[config.mk]
export PLATFORM = sky130hd
export DESIGN_NAME = wide2narrow_stream_flat
export DESIGN_NICKNAME = d
export VERILOG_FILES = /design/src/rtl/wide2narrow_stream_if.sv /design/src/rtl/wide2narrow_stream.sv /design/src/flat_wrapper.sv
export SDC_FILE = /design/constraint.sdc
export NUM_CORES = 1
export LEC_CHECK = 0
export ABC_CLOCK_PERIOD_IN_PS = 1600
export BUFFER_PORTS_ARGS = -buffer_cell sky130_fd_sc_hd__buf_2
export CAP_MARGIN = 20
export CELL_PAD_IN_SITES_DETAIL_PLACEMENT = 2
export CELL_PAD_IN_SITES_GLOBAL_PLACEMENT = 2
export CORE_MARGIN = 3
export CORE_UTILIZATION = 33
export CTS_CLUSTER_SIZE = 10
export DETAILED_ROUTE_END_ITERATION = 16
export GPL_ROUTABILITY_DRIVEN = 0
export GPL_TIMING_DRIVEN = 0
export PLACE_DENSITY_LB_ADDON = 0.25
export SLEW_MARGIN = 20
export SYNTH_ARGS = -nofsm -noshare
export SYNTH_HDL_FRONTEND = slang
export SYNTH_SLANG_ARGS = --single-unit
[constraint.sdc]
create_clock -name clk -period 1.6 [get_ports clk]
set_clock_uncertainty 0.1 [all_clocks]
set_input_delay 0.16 -clock clk [delete_from_list [all_inputs] [get_ports clk]]
set_output_delay 0.16 -clock clk [all_outputs]
set_load 0.02 [all_outputs]
[src/rtl/wide2narrow_stream_if.sv]
// Handshake bundle for the wide-to-narrow converter: wide input side (s_*) and narrow output side (m_*).
// The converter is the slave, the surrounding environment is the master.
interface wide2narrow_stream_if #(
  parameter int NARROW_W = 4,
  parameter int RATIO    = 2
);
  localparam int WIDE_W = NARROW_W * RATIO;
  localparam int CNT_W  = (RATIO > 1) ? $clog2(RATIO) : 1;

  logic                s_valid;
  logic                s_ready;
  logic [WIDE_W-1:0]   s_data;
  logic [CNT_W-1:0]    s_cnt;
  logic                m_valid;
  logic                m_ready;
  logic [NARROW_W-1:0] m_data;
  logic                m_first;
  logic                m_last;

  modport master (
    output s_valid, s_data, s_cnt, m_ready,
    input  s_ready, m_valid, m_data, m_first, m_last
  );

  modport slave (
    input  s_valid, s_data, s_cnt, m_ready,
    output s_ready, m_valid, m_data, m_first, m_last
  );
endinterface

[src/rtl/wide2narrow_stream.sv]
// Wide-to-narrow stream converter: holds one wide word and emits its first s_cnt+1 slices,
// MSB-first or LSB-first, with a registered narrow output and no bubble between words.
module wide2narrow_stream #(
  parameter int NARROW_W  = 4,
  parameter int RATIO     = 2,
  parameter bit MSB_FIRST = 1'b1
) (
  input  logic                 clk,
  input  logic                 rst_n,
  wide2narrow_stream_if.slave  bus
);
  localparam int WIDE_W = NARROW_W * RATIO;
  localparam int CNT_W  = (RATIO > 1) ? $clog2(RATIO) : 1;

  localparam logic [CNT_W-1:0] MAX_CNT   = CNT_W'(RATIO - 1);
  localparam logic [CNT_W-1:0] FIRST_IDX = MSB_FIRST ? MAX_CNT : '0;

  localparam logic [0:0] ST_IDLE = 1'b0;
  localparam logic [0:0] ST_SEND = 1'b1;

  logic [0:0]          state_q, state_d;
  logic [WIDE_W-1:0]   hold_q, hold_d;
  logic [CNT_W-1:0]    idx_q, idx_d;
  logic [CNT_W-1:0]    rem_q, rem_d;
  logic                m_valid_q, m_valid_d;
  logic [NARROW_W-1:0] m_data_q, m_data_d;
  logic                m_first_q, m_first_d;
  logic                m_last_q, m_last_d;

  logic                s_ready;
  logic                load;
  logic [CNT_W-1:0]    cnt_eff;
  logic [CNT_W-1:0]    idx_nxt;
  logic [NARROW_W-1:0] load_slice;
  logic [NARROW_W-1:0] next_slice;

  assign idx_nxt = MSB_FIRST ? idx_q - CNT_W'(1) : idx_q + CNT_W'(1);

  // Only a non-power-of-two RATIO can see an out-of-range count on the s_cnt bus.
  generate
    if (RATIO == 1) begin : g_cnt_r1
      assign cnt_eff = '0;
    end else if ((1 << CNT_W) > RATIO) begin : g_cnt_clamp
      assign cnt_eff = (bus.s_cnt > MAX_CNT) ? MAX_CNT : bus.s_cnt;
    end else begin : g_cnt_pass
      assign cnt_eff = bus.s_cnt;
    end
  endgenerate

  generate
    if (RATIO == 1) begin : g_sel_r1
      assign load_slice = bus.s_data;
      assign next_slice = hold_q;
    end else begin : g_sel_rn
      logic [RATIO-1:0][NARROW_W-1:0] s_slices;
      logic [RATIO-1:0][NARROW_W-1:0] hold_slices;
      assign s_slices    = bus.s_data;
      assign hold_slices = hold_q;
      assign load_slice  = s_slices[FIRST_IDX];
      assign next_slice  = hold_slices[idx_nxt];
    end
  endgenerate

  always_comb begin
    state_d   = state_q;
    hold_d    = hold_q;
    idx_d     = idx_q;
    rem_d     = rem_q;
    m_valid_d = m_valid_q;
    m_data_d  = m_data_q;
    m_first_d = m_first_q;
    m_last_d  = m_last_q;

    // Accepting while the last slice drains lets the next word follow with no idle cycle.
    s_ready = (state_q == ST_IDLE) ||
              ((state_q == ST_SEND) && m_valid_q && bus.m_ready && m_last_q);
    load    = bus.s_valid && s_ready;

    if (load) begin
      state_d   = ST_SEND;
      hold_d    = bus.s_data;
      idx_d     = FIRST_IDX;
      rem_d     = cnt_eff;
      m_valid_d = 1'b1;
      m_data_d  = load_slice;
      m_first_d = 1'b1;
      m_last_d  = (cnt_eff == '0);
    end else if ((state_q == ST_SEND) && bus.m_ready) begin
      if (rem_q != '0) begin
        idx_d     = idx_nxt;
        rem_d     = rem_q - CNT_W'(1);
        m_data_d  = next_slice;
        m_first_d = 1'b0;
        m_last_d  = (rem_q == CNT_W'(1));
      end else begin
        state_d   = ST_IDLE;
        m_valid_d = 1'b0;
        m_first_d = 1'b0;
        m_last_d  = 1'b0;
      end
    end
  end

  always_ff @(posedge clk or negedge rst_n) begin
    if (!rst_n) begin
      state_q   <= ST_IDLE;
      hold_q    <= '0;
      idx_q     <= '0;
      rem_q     <= '0;
      m_valid_q <= 1'b0;
      m_data_q  <= '0;
      m_first_q <= 1'b0;
      m_last_q  <= 1'b0;
    end else begin
      state_q   <= state_d;
      hold_q    <= hold_d;
      idx_q     <= idx_d;
      rem_q     <= rem_d;
      m_valid_q <= m_valid_d;
      m_data_q  <= m_data_d;
      m_first_q <= m_first_d;
      m_last_q  <= m_last_d;
    end
  end

  assign bus.s_ready = s_ready;
  assign bus.m_valid = m_valid_q;
  assign bus.m_data  = m_data_q;
  assign bus.m_first = m_first_q;
  assign bus.m_last  = m_last_q;
endmodule

[src/flat_wrapper.sv]
// flat-port wrapper written by rule: the top's interface ports become plain ports
module wide2narrow_stream_flat 
#(
  parameter int NARROW_W  = 4,
  parameter int RATIO     = 2,
  parameter bit MSB_FIRST = 1'b1
)
  (clk, rst_n, bus_s_valid, bus_s_data, bus_s_cnt, bus_m_ready, bus_s_ready, bus_m_valid, bus_m_data, bus_m_first, bus_m_last);
  wide2narrow_stream_if #(.NARROW_W(NARROW_W), .RATIO(RATIO)) bus_i ();
  input  logic clk;
  input  logic rst_n;
  input wire logic [$bits(bus_i.s_valid)-1:0] bus_s_valid;
  input wire logic [$bits(bus_i.s_data)-1:0] bus_s_data;
  input wire logic [$bits(bus_i.s_cnt)-1:0] bus_s_cnt;
  input wire logic [$bits(bus_i.m_ready)-1:0] bus_m_ready;
  output wire logic [$bits(bus_i.s_ready)-1:0] bus_s_ready;
  output wire logic [$bits(bus_i.m_valid)-1:0] bus_m_valid;
  output wire logic [$bits(bus_i.m_data)-1:0] bus_m_data;
  output wire logic [$bits(bus_i.m_first)-1:0] bus_m_first;
  output wire logic [$bits(bus_i.m_last)-1:0] bus_m_last;
  assign bus_i.s_valid = bus_s_valid;
  assign bus_i.s_data = bus_s_data;
  assign bus_i.s_cnt = bus_s_cnt;
  assign bus_i.m_ready = bus_m_ready;
  assign bus_s_ready = bus_i.s_ready;
  assign bus_m_valid = bus_i.m_valid;
  assign bus_m_data = bus_i.m_data;
  assign bus_m_first = bus_i.m_first;
  assign bus_m_last = bus_i.m_last;
  wide2narrow_stream #(.NARROW_W(NARROW_W), .RATIO(RATIO), .MSB_FIRST(MSB_FIRST)) u_core (.clk(clk), .rst_n(rst_n), .bus(bus_i));
endmodule
==> summary.md <==
| Metric | Value |
|---|---|
| Routed wire length | 1.85 mm |
| Worst setup path class | flop to flop |
| Root Buffer | clkbuf_4 |
| Hold Crit Start | bus_s_cnt |
| Worst hold path endpoint | u_core.bus.m_last |
| Avg Synthesized Cell Area | 12.9 um^2 |
| DR vias/cell | 4.99 |
| Crit path time final | 1.54 ns |
| Least-Margin Pin Slew | 0.381 ns |
| R2r worst-path depth | 4 |
| Status | finished, final reports clean |
| Synth Net Count | 76 |
| Worst reg2reg endpoint | u_core.g_sel_rn.hold_slices[4] |
| Type of origin of the critical path | flop |
| MaxCap Viol Count | 0 |
| Antenna-violating nets left | 0 |
| Final period util | 0.963 |
| Core Area | 2280 um^2 |
| First-pass GRT wire length | 3.13 mm |
| Final instance area | 1050 um^2 |
| DIE HEIGHT | 55.7 um |
| Grt total ovfl | 0 |
| Placed instance area | 951 um^2 |
| LEAKAGE | 0.534 nW |
| Antenna diodes | 0 |
| Slew margin rel. | 0.746 |
| FF-to-FF Start | u_core.bus.m_last |
| CTS Buf Count | 3 |
| Final setup fails | 0 |
| Area growth syn-to-layout | 28.8% |
| Clock tree sinks | 17 |
| CTS tree | yes |
| Yosys Warn Count | 0 |
| Chip width | 55.7 um |
| Initial Utilization | 0.358 |
| Vias | 609 |
| Critical path required time | 1.70 ns |
| Synthesized flop and latch total | 17 |
| RSZ-0062 raised after global routing | no |
| Clk_lat worst skew | 0.30 ns |
| WP buf/inv | 1 |
| Worst setup EP type | flop |
| Max Buffers Root-to-Sink | 2 |
| Clock slew at reported path FFs | 0.10 ns |
| Number of H-tree levels | 1 |
| Detailed Place HPWL | 1.36 mm |
| Min-delay worst type | primary input to flop |
| I/O pins | 21 |
| Worst Hold Depth | 3 |
| Critical Path Max Stage Delay | 0.46 ns |
| Drt drc | 0 |
| Internal reg-to-reg setup slack | 0.06 ns |
| Power Density | 1840 nW/um^2 |
| Vias in the first global route | 620 |
| # nets final | 108 |
| Setup TNS | 0 ns |
| Fill cells | 235 |
| Ratio of cells with drive above 1 in the final layout | 0.468 |
| Buffers on Ports | 20 |
| Final hold vios | 0 |
| Initial antenna violation count | 0 |
| Synth Instances | 63 |
| Crit-path slowest cell | dfrtp_2 |
| First drt pass iteration count | 2 |
| Final slew viol count | 0 |
| Worst Path Max Fanout | 10 |
| Mean routed wirelength per cell | 15.2 um |
| Arrival time worst endpoint | 1.64 ns |
| Post-Syn Area | 816 um^2 |
| Overall Global Routing Usage | 0.133 |
| Cell Chain, Critical Path | a21bo_4 -> nand2_4 -> buf_6 -> mux2_2 |
| Maximum VDD drop | 0.952 mV |
| Core Rows | 17 |
| Critical path depth | 4 |
| Cell family with most CP delay | flip-flops |
| Library cells used by synthesis | 21 |
| Area of the die | 3100 um^2 |
| Drt first-iter violations | 4 |
| Largest net degree at the start of global routing | 18 |
| FMAX | 0.649 GHz |
| Seq/Total Area, Yosys | 0.521 |
[worst reg2reg max path, delay by kind of cell, from the launching register on]
family	cells	cell delay (ns)
AOI/OAI and AO/OA	1	0.25
muxes	1	0.33
buffers and inverters	1	0.16
and+or+nand+nor	1	0.13
DFF	1	0.46
[layout make-up]
cell class / count / area [um^2] / share of cell area
Buffer: 2 / 22.5 / 0.0214
Clock buffer: 3 / 22.5 / 0.0214
Clock inverter: 1 / 5.00 / 0.00476
Inverter: 3 / 11.3 / 0.0107
Multi-Input combinational cell: 41 / 357 / 0.339
Sequential cell: 17 / 428 / 0.407
Tap cell: 28 / 35.0 / 0.0333
Timing Repair Buffer: 27 / 170 / 0.162
[per-layer routing]
layer  GRT usage  wire (um)
met1       0.167        833
met2       0.203        890
met3      0.0278         67
met4      0.0938         58
met5           0          0
[cell usage after synthesis]
master   instances  share of area
dfrtp_1         17           0.52
mux2_2           8           0.11
mux2_4           4          0.074
nand2_1          4          0.018
nor3_1           4          0.025
and3_1           3          0.023
inv_1            3          0.014
a21o_1           2          0.018
a21oi_1          2          0.012
a311o_1          2          0.025
and2_1           2          0.015
buf_6            2          0.028
mux2i_1          2          0.025
a21bo_4          1          0.020
a31o_2           1          0.011
a31oi_1          1         0.0077
and3b_1          1          0.011
nand2_4          1          0.014
nand3_2          1          0.012
o21ai_0          1         0.0061
o32ai_1          1          0.011
[registers in the layout, indices dropped and copies added (netlist names)]
signal / count
u_core.g_sel_rn.hold_slices: 8
u_core.bus.m_data: 4
u_core.bus.m_first: 1
u_core.bus.m_last: 1
u_core.bus.m_valid: 1
u_core.idx_q: 1
u_core.rem_q: 1
[report_power, final]
group / switching, mW / internal [mW] / leakage [nW] / total [mW]
Clock: 0.145 / 0.0933 / 0.0177 / 0.238
Combinational: 0.431 / 0.475 / 0.319 / 0.906
Sequential: 0.147 / 0.647 / 0.197 / 0.794
Total: 0.723 / 1.22 / 0.534 / 1.94
[how the worst max path moves through the flow]
stage	startpoint	end
CTS	u_core.bus.m_valid	u_core.g_sel_rn.hold_slices[4]
detailed placement	u_core.bus.m_valid	u_core.g_sel_rn.hold_slices[4]
global placement	u_core.bus.m_valid	u_core.g_sel_rn.hold_slices[4]
finish	u_core.bus.m_last	u_core.g_sel_rn.hold_slices[4]
floorplan	u_core.bus.m_valid	u_core.g_sel_rn.hold_slices[4]
global route	u_core.bus.m_last	u_core.g_sel_rn.hold_slices[4]
[metrics by stage]
stage               setup slack, ns  cells  utilization  hold WS, ns  total power, mW
floorplan                   0.00392     63            -       -0.236             1.45
global placement             0.0557    111        0.418       0.0119             1.66
detailed placement           0.0368    111        0.418      0.00756             1.71
CTS                          0.0308    122        0.461       0.0909             1.97
global route                0.00276    122        0.462        0.101             2.09
finish                       0.0588    122        0.462       0.0930             1.94
[cells by family (layout without fill, tap and decap cells)]
| logic type | count (synthesis) | after routing | share of synthesized area |
|---|---|---|---|
| buf+inv | 5 | 36 | 0.0414 |
| mux | 14 | 14 | 0.209 |
| simple gates | 16 | 16 | 0.118 |
| compound gates | 11 | 11 | 0.110 |
| flops | 17 | 17 | 0.521 |
[layout by cell type (no fill, tap or decap), drive strengths merged]
| master | Yosys | routed |
|---|---|---|
| dfrtp | 17 | 17 |
| nand2 | 5 | 5 |
| nor3 | 4 | 4 |
| clkbuf | 0 | 3 |
| mux2 | 12 | 12 |
| a31o | 1 | 1 |
| and2 | 2 | 2 |
| nand3 | 1 | 1 |
| o21ai | 1 | 1 |
| buf | 2 | 22 |
| and3 | 3 | 3 |
| a21oi | 2 | 2 |
| and3b | 1 | 1 |
| mux2i | 2 | 2 |
| a31oi | 1 | 1 |
| inv | 3 | 3 |
| a311o | 2 | 2 |
| a21o | 2 | 2 |
| o32ai | 1 | 1 |
| dlygate4sd3 | 0 | 7 |
| a21bo | 1 | 1 |
| clkinv | 0 | 1 |
[repair_timing]
action | in CTS | in global routing
endpoints found under the setup margin | 0 | 1
hold buffers | 7 | 0
buffers inserted | 0 | 0
gates resized for setup | 0 | 2
endpoints found under the hold margin | 25 | 0
(Power assumes the default switching activity.)
